**config.mk**
```make
export PLATFORM = sky130hd
export DESIGN_NAME = event_encoder_8to3
export DESIGN_NICKNAME = d
export VERILOG_FILES = /design/src/rtl/evt_enc_pkg.sv /design/src/rtl/rr_priority_pick.sv /design/src/rtl/event_encoder_8to3.sv
export SDC_FILE = /design/constraint.sdc
export NUM_CORES = 1
export LEC_CHECK = 0
export CAP_MARGIN = 20
export CORE_ASPECT_RATIO = 1.2
export CORE_MARGIN = 4
export CORE_UTILIZATION = 40
export CTS_CLUSTER_SIZE = 16
export DETAILED_ROUTE_END_ITERATION = 8
export GPL_ROUTABILITY_DRIVEN = 0
export GPL_TIMING_DRIVEN = 0
export PLACE_DENSITY = 0.6
export SYNTH_ARGS = -nofsm -noshare
export SYNTH_HDL_FRONTEND = slang
export SYNTH_HIERARCHICAL = 1
export SYNTH_SLANG_ARGS = --single-unit
```
**constraint.sdc**
```tcl
create_clock -name clk -period 5.2 [get_ports clk]
set_input_delay 1.3 -clock clk [delete_from_list [all_inputs] [get_ports clk]]
set_output_delay 1.3 -clock clk [all_outputs]
set_load 0.02 [all_outputs]
```
**src/rtl/evt_enc_pkg.sv**
```systemverilog
// ----------------------------------------------------------------------------
// evt_enc_pkg
// Shared sizes, types and helpers for the 8-to-3 event encoder.
//   N_EVT       number of event lines
//   CODE_W      width of a binary event index
//   evt_vec_t   one bit per event line
//   evt_code_t  binary event index
//   onehot_idx  binary index of the set bit in a one-hot vector
// ----------------------------------------------------------------------------
package evt_enc_pkg;

    localparam int N_EVT  = 8;
    localparam int CODE_W = $clog2(N_EVT);

    typedef logic [N_EVT-1:0]  evt_vec_t;
    typedef logic [CODE_W-1:0] evt_code_t;

    // For a one-hot input the OR of the indices of all set bits is exactly the
    // index of the single set bit. The result is 0 for an all-zero input.
    function automatic evt_code_t onehot_idx(input evt_vec_t v);
        evt_code_t idx;
        idx = '0;
        for (int i = 0; i < N_EVT; i++) begin
            if (v[i]) begin
                idx = idx | CODE_W'(i);
            end
        end
        return idx;
    endfunction

endpackage

```
**src/rtl/rr_priority_pick.sv**
```systemverilog
// ----------------------------------------------------------------------------
// rr_priority_pick
// Combinational picker. Returns the first set bit of cand, scanning from
// ptr upwards and wrapping (round-robin), or from bit 0 when rr_en is low
// (fixed priority, lowest index wins).
//   cand   in   candidate event bitmap
//   ptr    in   round-robin start index
//   rr_en  in   1 = round-robin, 0 = fixed priority
//   sel    out  selected index (only meaningful when any = 1)
//   any    out  cand has at least one bit set
// ----------------------------------------------------------------------------
module rr_priority_pick
    import evt_enc_pkg::*;
(
    input  evt_vec_t  cand,
    input  evt_code_t ptr,
    input  logic      rr_en,
    output evt_code_t sel,
    output logic      any
);

    evt_code_t          w_ptr;
    logic [2*N_EVT-1:0] w_dbl;
    evt_vec_t           w_rot;
    evt_vec_t           w_low;

    // Fixed priority is simply round-robin with the start pinned at 0.
    assign w_ptr = rr_en ? ptr : '0;

    // Rotate right by w_ptr so the start position lands on bit 0.
    assign w_dbl = {cand, cand} >> w_ptr;
    assign w_rot = w_dbl[N_EVT-1:0];

    // Isolate the lowest set bit (two's-complement trick).
    assign w_low = w_rot & (~w_rot + evt_vec_t'(1));

    // Undo the rotation; the CODE_W-bit add wraps modulo N_EVT.
    assign sel = onehot_idx(w_low) + w_ptr;
    assign any = |cand;

endmodule

```
**src/rtl/event_encoder_8to3.sv**
```systemverilog
// ----------------------------------------------------------------------------
// event_encoder_8to3
// Collects single-cycle event pulses on 8 lines into a pending bitmap and
// issues them one at a time as 3-bit indices on a valid/ready stream.
//   RR_EN      param  1 = round-robin issue order, 0 = lowest index first
//   clk        in     clock, rising edge
//   rst_n      in     synchronous active-low reset
//   evt_in     in     event pulses, any number per cycle
//   out_valid  out    out_code holds an issued event index
//   out_code   out    issued event index
//   out_ready  in     consumer accepts when out_valid && out_ready
//   pending    out    events queued but not yet in the output slot
//   overflow   out    sticky: an event merged into one already queued/held
//   ovf_clr    in     clears overflow (a new set in the same cycle wins)
// ----------------------------------------------------------------------------
module event_encoder_8to3
    import evt_enc_pkg::*;
#(
    parameter bit RR_EN = 1'b1
) (
    input  logic      clk,
    input  logic      rst_n,
    input  evt_vec_t  evt_in,
    output logic      out_valid,
    output evt_code_t out_code,
    input  logic      out_ready,
    output evt_vec_t  pending,
    output logic      overflow,
    input  logic      ovf_clr
);

    logic      r_out_valid;
    evt_code_t r_out_code;
    evt_vec_t  r_pending;
    evt_code_t r_rr_ptr;
    logic      r_overflow;

    evt_vec_t  w_cand;
    logic      w_slot_free;
    evt_code_t w_sel;
    logic      w_any;
    evt_vec_t  w_sel_mask;
    evt_vec_t  w_held_mask;
    logic      w_ovf_set;

    assign w_cand      = r_pending | evt_in;
    assign w_slot_free = !r_out_valid || out_ready;

    rr_priority_pick u_pick (
        .cand  (w_cand),
        .ptr   (r_rr_ptr),
        .rr_en (RR_EN),
        .sel   (w_sel),
        .any   (w_any)
    );

    // w_sel_mask: one-hot of the index being loaded into the slot.
    // w_held_mask: one-hot of the code sitting in a stalled slot; an event on
    // that line merges with it. When the slot is being accepted the same
    // event is a fresh one and is allowed to re-queue.
    genvar gi;
    generate
        for (gi = 0; gi < N_EVT; gi++) begin : g_masks
            assign w_sel_mask[gi]  = (w_sel == CODE_W'(gi));
            assign w_held_mask[gi] = r_out_valid && !out_ready &&
                                     (r_out_code == CODE_W'(gi));
        end
    endgenerate

    assign w_ovf_set = |(evt_in & (r_pending | w_held_mask));

    always_ff @(posedge clk) begin
        if (!rst_n) begin
            r_out_valid <= 1'b0;
            r_out_code  <= '0;
            r_pending   <= '0;
            r_rr_ptr    <= '0;
            r_overflow  <= 1'b0;
        end else begin
            if (w_slot_free) begin
                if (w_any) begin
                    r_out_valid <= 1'b1;
                    r_out_code  <= w_sel;
                    r_pending   <= w_cand & ~w_sel_mask;
                    if (RR_EN) begin
                        r_rr_ptr <= w_sel + evt_code_t'(1);
                    end
                end else begin
                    // Nothing to issue: code holds, pending is already empty.
                    r_out_valid <= 1'b0;
                    r_pending   <= w_cand;
                end
            end else begin
                // Stalled: slot stays stable, new events keep queuing.
                r_pending <= w_cand;
            end

            if (w_ovf_set) begin
                r_overflow <= 1'b1;
            end else if (ovf_clr) begin
                r_overflow <= 1'b0;
            end
        end
    end

    assign out_valid = r_out_valid;
    assign out_code  = r_out_code;
    assign pending   = r_pending;
    assign overflow  = r_overflow;

endmodule

```
# Word-level counts from Yosys, hierarchy flattened
# Index checks and enable logic that the tools add are counted.
[word_totals]
inputBits = 12
word_cells = 60
output_inout_bits = 13
register_bits = 16
[classes]
n_reduce_logical = 18
n_shift = 1
n_bitwise = 7
n_addsub = 3
mux = 12
eq_ne = 14
[ops]
columns = ["operator", "n"]
rows = [
  ["$and 8x8->8", 3],
  ["$eq 3x3->1 const B", 8],
  ["$mux 8", 2],
  ["$not 8->8", 2],
  ["$or 8x8->8", 2],
  ["$reduce_or 8->1", 2],
  ["$shr 16x3->8", 1],
  ["$eq 3x2->1 const B", 4],
  ["$mux 3", 4],
  ["$logic_and 1x1->1", 9],
  ["$add 8x1->8 const B", 1],
  ["$eq 3x1->1 const B", 2],
  ["$logic_not 3->1", 2],
  ["$mux 1", 4],
  ["$mux 2", 2],
  ["$add 3x1->3 const B", 1],
  ["$add 3x3->3", 1],
  ["$logic_not 1->1", 2],
  ["$reduce_and 2->1", 1],
  ["$reduce_bool 2->1", 1],
  ["$logic_or 1x1->1", 1],
]

# Depth between registers and ports, before layout
[depth]
ltp_word = 18
mapped_depth = 15
ltp_nobuf = 14

# Cells and area by module
# The synthesis kept the hierarchy.
[by_module_without_submodules]
columns = ["module", "cells_each", "seq_area_each_um2", "n_inst", "area_per_inst_um2"]
rows = [
  ["event_encoder_8to3", 88, 320.3, 1, 833.3],
  ["rr_priority_pick", 78, 0.0, 1, 689.4],
]

# Worst setup path after synthesis
# No wires, ideal clock.
[synth_path]
path_kind = "in2reg"
from = "input evt_in[5]"
to = "register r_rr_ptr[2]"
slack_ns = 1.003
stages = 14
path_buffers = 0
arrival_time_ns = 4.081
setup_time_ns = 0.116
required_time_ns = 5.084
path_cell_list = "or2_2 -> mux4_2 -> nand2b_1 -> and2_1 -> o21ai_1 -> a311o_1 -> nand2_1 -> fa_1 -> xnor2_1 -> xnor2_1 -> inv_1 -> ha_1 -> nand2_1 -> o211a_1"
[synth_via]
elab_chain_len = 14
elab_cells_between_ends = 16
cone_classes = "add/sub (3); shift (1); mux (7); bitwise (3); reduce/logical (2)"
[synth_lines]
columns = ["item", "line", "rtl"]
rows = [
  ["start: declaration", "event_encoder_8to3.sv:23", "input evt_vec_t evt_in,"],
  ["$or 8x8->8 *", "event_encoder_8to3.sv:46", "assign w_cand = r_pending | evt_in;"],
  ["$shr 16x3->8 *", "rr_priority_pick.sv:31", "assign w_dbl = {cand, cand} >> w_ptr;"],
  ["$not 8->8", "rr_priority_pick.sv:35", "assign w_low = w_rot & (~w_rot + evt_vec_t'(1));"],
  ["$add 8x1->8", "rr_priority_pick.sv:35", ""],
  ["$and 8x8->8 *", "rr_priority_pick.sv:35", ""],
  ["$mux 1", "evt_enc_pkg.sv:24", "if (v[i]) begin"],
  ["$mux 2 (2 in a row)", "evt_enc_pkg.sv:24", ""],
  ["$mux 3 (3 in a row)", "evt_enc_pkg.sv:24", ""],
  ["$mux 3 *", "evt_enc_pkg.sv:24", ""],
  ["$add 3x3->3 *", "rr_priority_pick.sv:38", "assign sel = onehot_idx(w_low) + w_ptr;"],
  ["named net w_sel[2]", "event_encoder_8to3.sv:40", "evt_code_t w_sel;"],
  ["$add 3x1->3 *", "event_encoder_8to3.sv:86", "r_rr_ptr <= w_sel + evt_code_t'(1);"],
  ["end signal: assignment", "event_encoder_8to3.sv:86", ""],
  ["end: declaration", "event_encoder_8to3.sv:35", "evt_code_t r_rr_ptr;"],
]
# Mark *: on every way through the listed nets, which the timed path passes. The rest lies on a longest branch.
# A chain may end at the register's enable or synchronous reset.

# Final worst setup path
[layout_path]
from = "input evt_in[5]"
to = "register r_rr_ptr[2]"
[layout_via]
elab_chain_len = 14
elab_cells_between_ends = 16
cone_classes = "add/sub (3); shift (1); mux (7); bitwise (3); reduce/logical (2)"
[layout_lines]
columns = ["item", "line", "rtl"]
rows = [
  ["$or 8x8->8 *", "event_encoder_8to3.sv:46", ""],
  ["named net w_cand[5]", "event_encoder_8to3.sv:38", "evt_vec_t w_cand;"],
  ["$shr 16x3->8 *", "rr_priority_pick.sv:31", ""],
  ["$not 8->8", "rr_priority_pick.sv:35", ""],
  ["$add 8x1->8", "rr_priority_pick.sv:35", ""],
  ["$and 8x8->8 *", "rr_priority_pick.sv:35", ""],
  ["$mux 1", "evt_enc_pkg.sv:24", ""],
  ["$mux 2 (2 in a row)", "evt_enc_pkg.sv:24", ""],
  ["$mux 3 (3 in a row)", "evt_enc_pkg.sv:24", ""],
  ["$mux 3 *", "evt_enc_pkg.sv:24", ""],
  ["$add 3x3->3 *", "rr_priority_pick.sv:38", ""],
  ["named net w_sel[2]", "event_encoder_8to3.sv:40", ""],
  ["$add 3x1->3 *", "event_encoder_8to3.sv:86", ""],
]
# Marked as above.

==> impl_metrics.tcl <==
set metrics [dict create \
    initial_utilization 0.4156 \
    ctsHoldBuffers 0 \
    reg2reg_depth 14 \
    synth_ff_type "dfxtp_1" \
    synth.avg_cell_area_um2 9.173 \
    syn_area_um2 1523 \
    synth.yosys.seq_area_share 0.2104 \
    ctsLongestPathBuffers 2 \
    grt_overflow 0 \
    final_hold_viol_count 0 \
    start_kind "input pin" \
    totalNegativeSetupSlack_ps 0 \
    numCtsBuffers 3 \
    ff2ff_setup_slack_ps 1380 \
    relSlewSlack 0.6026 \
    min_from "r_rr_ptr[2]$_SDFFE_PN0P_" \
    finalCritPeriodShare 0.9518 \
    diodes 0 \
    via_per_inst 5.648 \
    setup_viol 0 \
    p_leak_uw 0.0007588 \
    grt_pass1_wl_mm 6.913 \
    clock-sinks 16 \
    r2r_end "r_rr_ptr[2]$_SDFFE_PN0P_" \
    clkTransAtPathRegs_ps 60 \
    drtPass1Iterations 5 \
    dp_cells 243 \
    p_total_uw 820.8 \
    cts_setup_buffers 0 \
    worstPathMaxFanout 8 \
    powerDensity_nw_per_um2 435.0 \
    antenna_found_initial 0 \
    die-area_um2 4862 \
    grt_max_degree 11 \
    cp-end-kind "flip-flop" \
    vias 1395 \
    io_pins 25 \
    die_x_um 64.33 \
    area_delta_synth_final_pct 23.91 \
    synth_edf_count 0 \
    place_hpwl_mm 3.203 \
    synth_warnings 6 \
    synth-seq-cells 16 \
    syn_inst 166 \
    status "complete, no violations" \
    cp.arrival_ps 5090 \
    drt_iter0_markers 117 \
    final_max_slew_viol_count 0 \
    wl_per_cell_um 16.81 \
    hold_class "reg -> reg" \
    tritoncts "built" \
    min_path_cells 1 \
    vdd_drop_max_v 0.0001986 \
    cts_root_buf "clkbuf_8" \
    drive_gt1_frac 0.1846 \
    mostFrequentLayoutCell "clkdlybuf4s50_1" \
    final.min_clock_period_ps 4949 \
    final_util 0.5150 \
    whs_endpoint "r_rr_ptr[2]$_SDFFE_PN0P_" \
    critical_path_class "in -> reg" \
    finalNetCount 215 \
    synthDistinctLibCells 50 \
    cp.required_ps 5340 \
    finClkSkew_ps 4.363 \
    async_flop_share 0 \
    grtUsageTotal 0.1827 \
    rr_startpoint "r_rr_ptr[2]$_SDFFE_PN0P_" \
    rows 24 \
    max_freq_ghz 0.2020 \
    fin_hold_ws_ps 548.9 \
    rsz0062_at_grt "no" \
    antenna_left 0 \
    stdcell_count 247 \
    io_buffers 24 \
    layout_common_cells "clkdlybuf4s50_1 (24), dfxtp_1 (16), nand2_1 (15), mux2i_1 (13), inv_1 (11)" \
    die_h_um 75.59 \
    drt-total-wl_mm 4.153 \
    core-area_um2 3664 \
    h-tree-depth 1 \
    first_global_vias 1339 \
    post_cts_resized 0 \
    clk_latency_ps 250 \
    tightest_slew_ps 581.0 \
    drc 0 \
    cap_violations 0 \
]
synthesized netlist by cell type (all sizes together) (2+ instances only):
cell type / number / area [µm²]
dfxtp: 16 / 320.3
nand2: 15 / 56.30
mux2i: 14 / 143.9
inv: 11 / 41.29
or2: 10 / 62.56
mux4: 9 / 202.7
a21oi: 8 / 40.04
nor2: 7 / 26.28
nor2b: 7 / 51.30
and2: 6 / 40.04
ha: 6 / 75.07
buf: 5 / 50.04
nand4: 4 / 25.02
a222oi: 3 / 30.03
a22oi: 3 / 22.52
a31oi: 3 / 18.77
clkbuf: 3 / 11.26
nand3: 3 / 20.02
o21ai: 3 / 15.01
xnor2: 3 / 26.28
mux2: 2 / 26.27
nand2b: 2 / 12.51
nor3: 2 / 10.01
o31ai: 2 / 15.01
registers in the layout, indices dropped and copies added, names as in the netlist:
register	cells
pending	8
out_code	3
r_rr_ptr	3
out_valid	1
overflow	1
cell families (layout without fill, tap and decap cells):
group | Yosys count | after routing | synth area share
and+or+nand+nor | 61 | 61 | 0.2293
AOI/OAI and AO/OA | 34 | 34 | 0.1660
DFF | 16 | 16 | 0.2104
adders and majority gates | 7 | 7 | 0.06245
muxes | 25 | 25 | 0.2449
buffers and inverters | 19 | 47 | 0.06737
xor gates and xnor gates | 3 | 3 | 0.01726
other | 1 | 2 | 0.002463
critical path, cell delays in order:
cell and delay, ps:
clkdlybuf4s50_1 470, or2_2 400, mux4_2 480, nand2b_1 170, and2_1 150, o21ai_1 150, a311o_1 240, nand2_1 100
fa_1 380, xnor2_1 150, xnor2_1 460, inv_1 170, ha_1 310, nand2_1 40, o211a_1 110
layer usage:
layer  GRT usage  share of wire
met1      0.2575           0.44
met2      0.3005           0.49
met3     0.03392          0.065
met4     0.02582         0.0024
met5           0              0
report_power, final:
| part | leakage (µW) | switching [µW] | total (µW) | internal, µW |
|---|---|---|---|---|
| Clock | 0.0000288 | 43.4 | 111 | 67.1 |
| Combinational | 0.000597 | 267 | 513 | 246 |
| Sequential | 0.000133 | 40.9 | 197 | 156 |
| Total | 0.000759 | 351 | 821 | 470 |
worst max-delay path by stage:
stage / from / to / slack (ps) / depth (start not counted)
after floorplan: evt_in[5] / r_rr_ptr[2]$_SDFFE_PN0P_ / 1000 / 14
after global placement: evt_in[5] / r_rr_ptr[2]$_SDFFE_PN0P_ / 70 / 15
after detailed placement: evt_in[5] / r_rr_ptr[2]$_SDFFE_PN0P_ / 80 / 15
after CTS: evt_in[5] / r_rr_ptr[2]$_SDFFE_PN0P_ / 290 / 15
after global routing: evt_in[5] / r_rr_ptr[2]$_SDFFE_PN0P_ / 80 / 15
final: evt_in[5] / r_rr_ptr[2]$_SDFFE_PN0P_ / 250 / 15
per-stage QoR:
step / setup WS, ps / area [µm²]
finish: 250.5 / 1887
global route: 76.31 / 1887
floorplan: 1003 / 1526
CTS: 286.3 / 1887
detailed placement: 77.90 / 1832
global placement: 73.98 / 1832
cell type report:
class / instances / area (µm²)
buffer: 8 / 61.31
clock buffer: 4 / 55.05
fill: 362 / 1777
inverter: 11 / 41.29
multi-input combinational: 132 / 1104
sequential: 16 / 320.3
tap: 52 / 65.06
timing repair buffer: 24 / 240.2
Power figures use the tool's default switching activity.
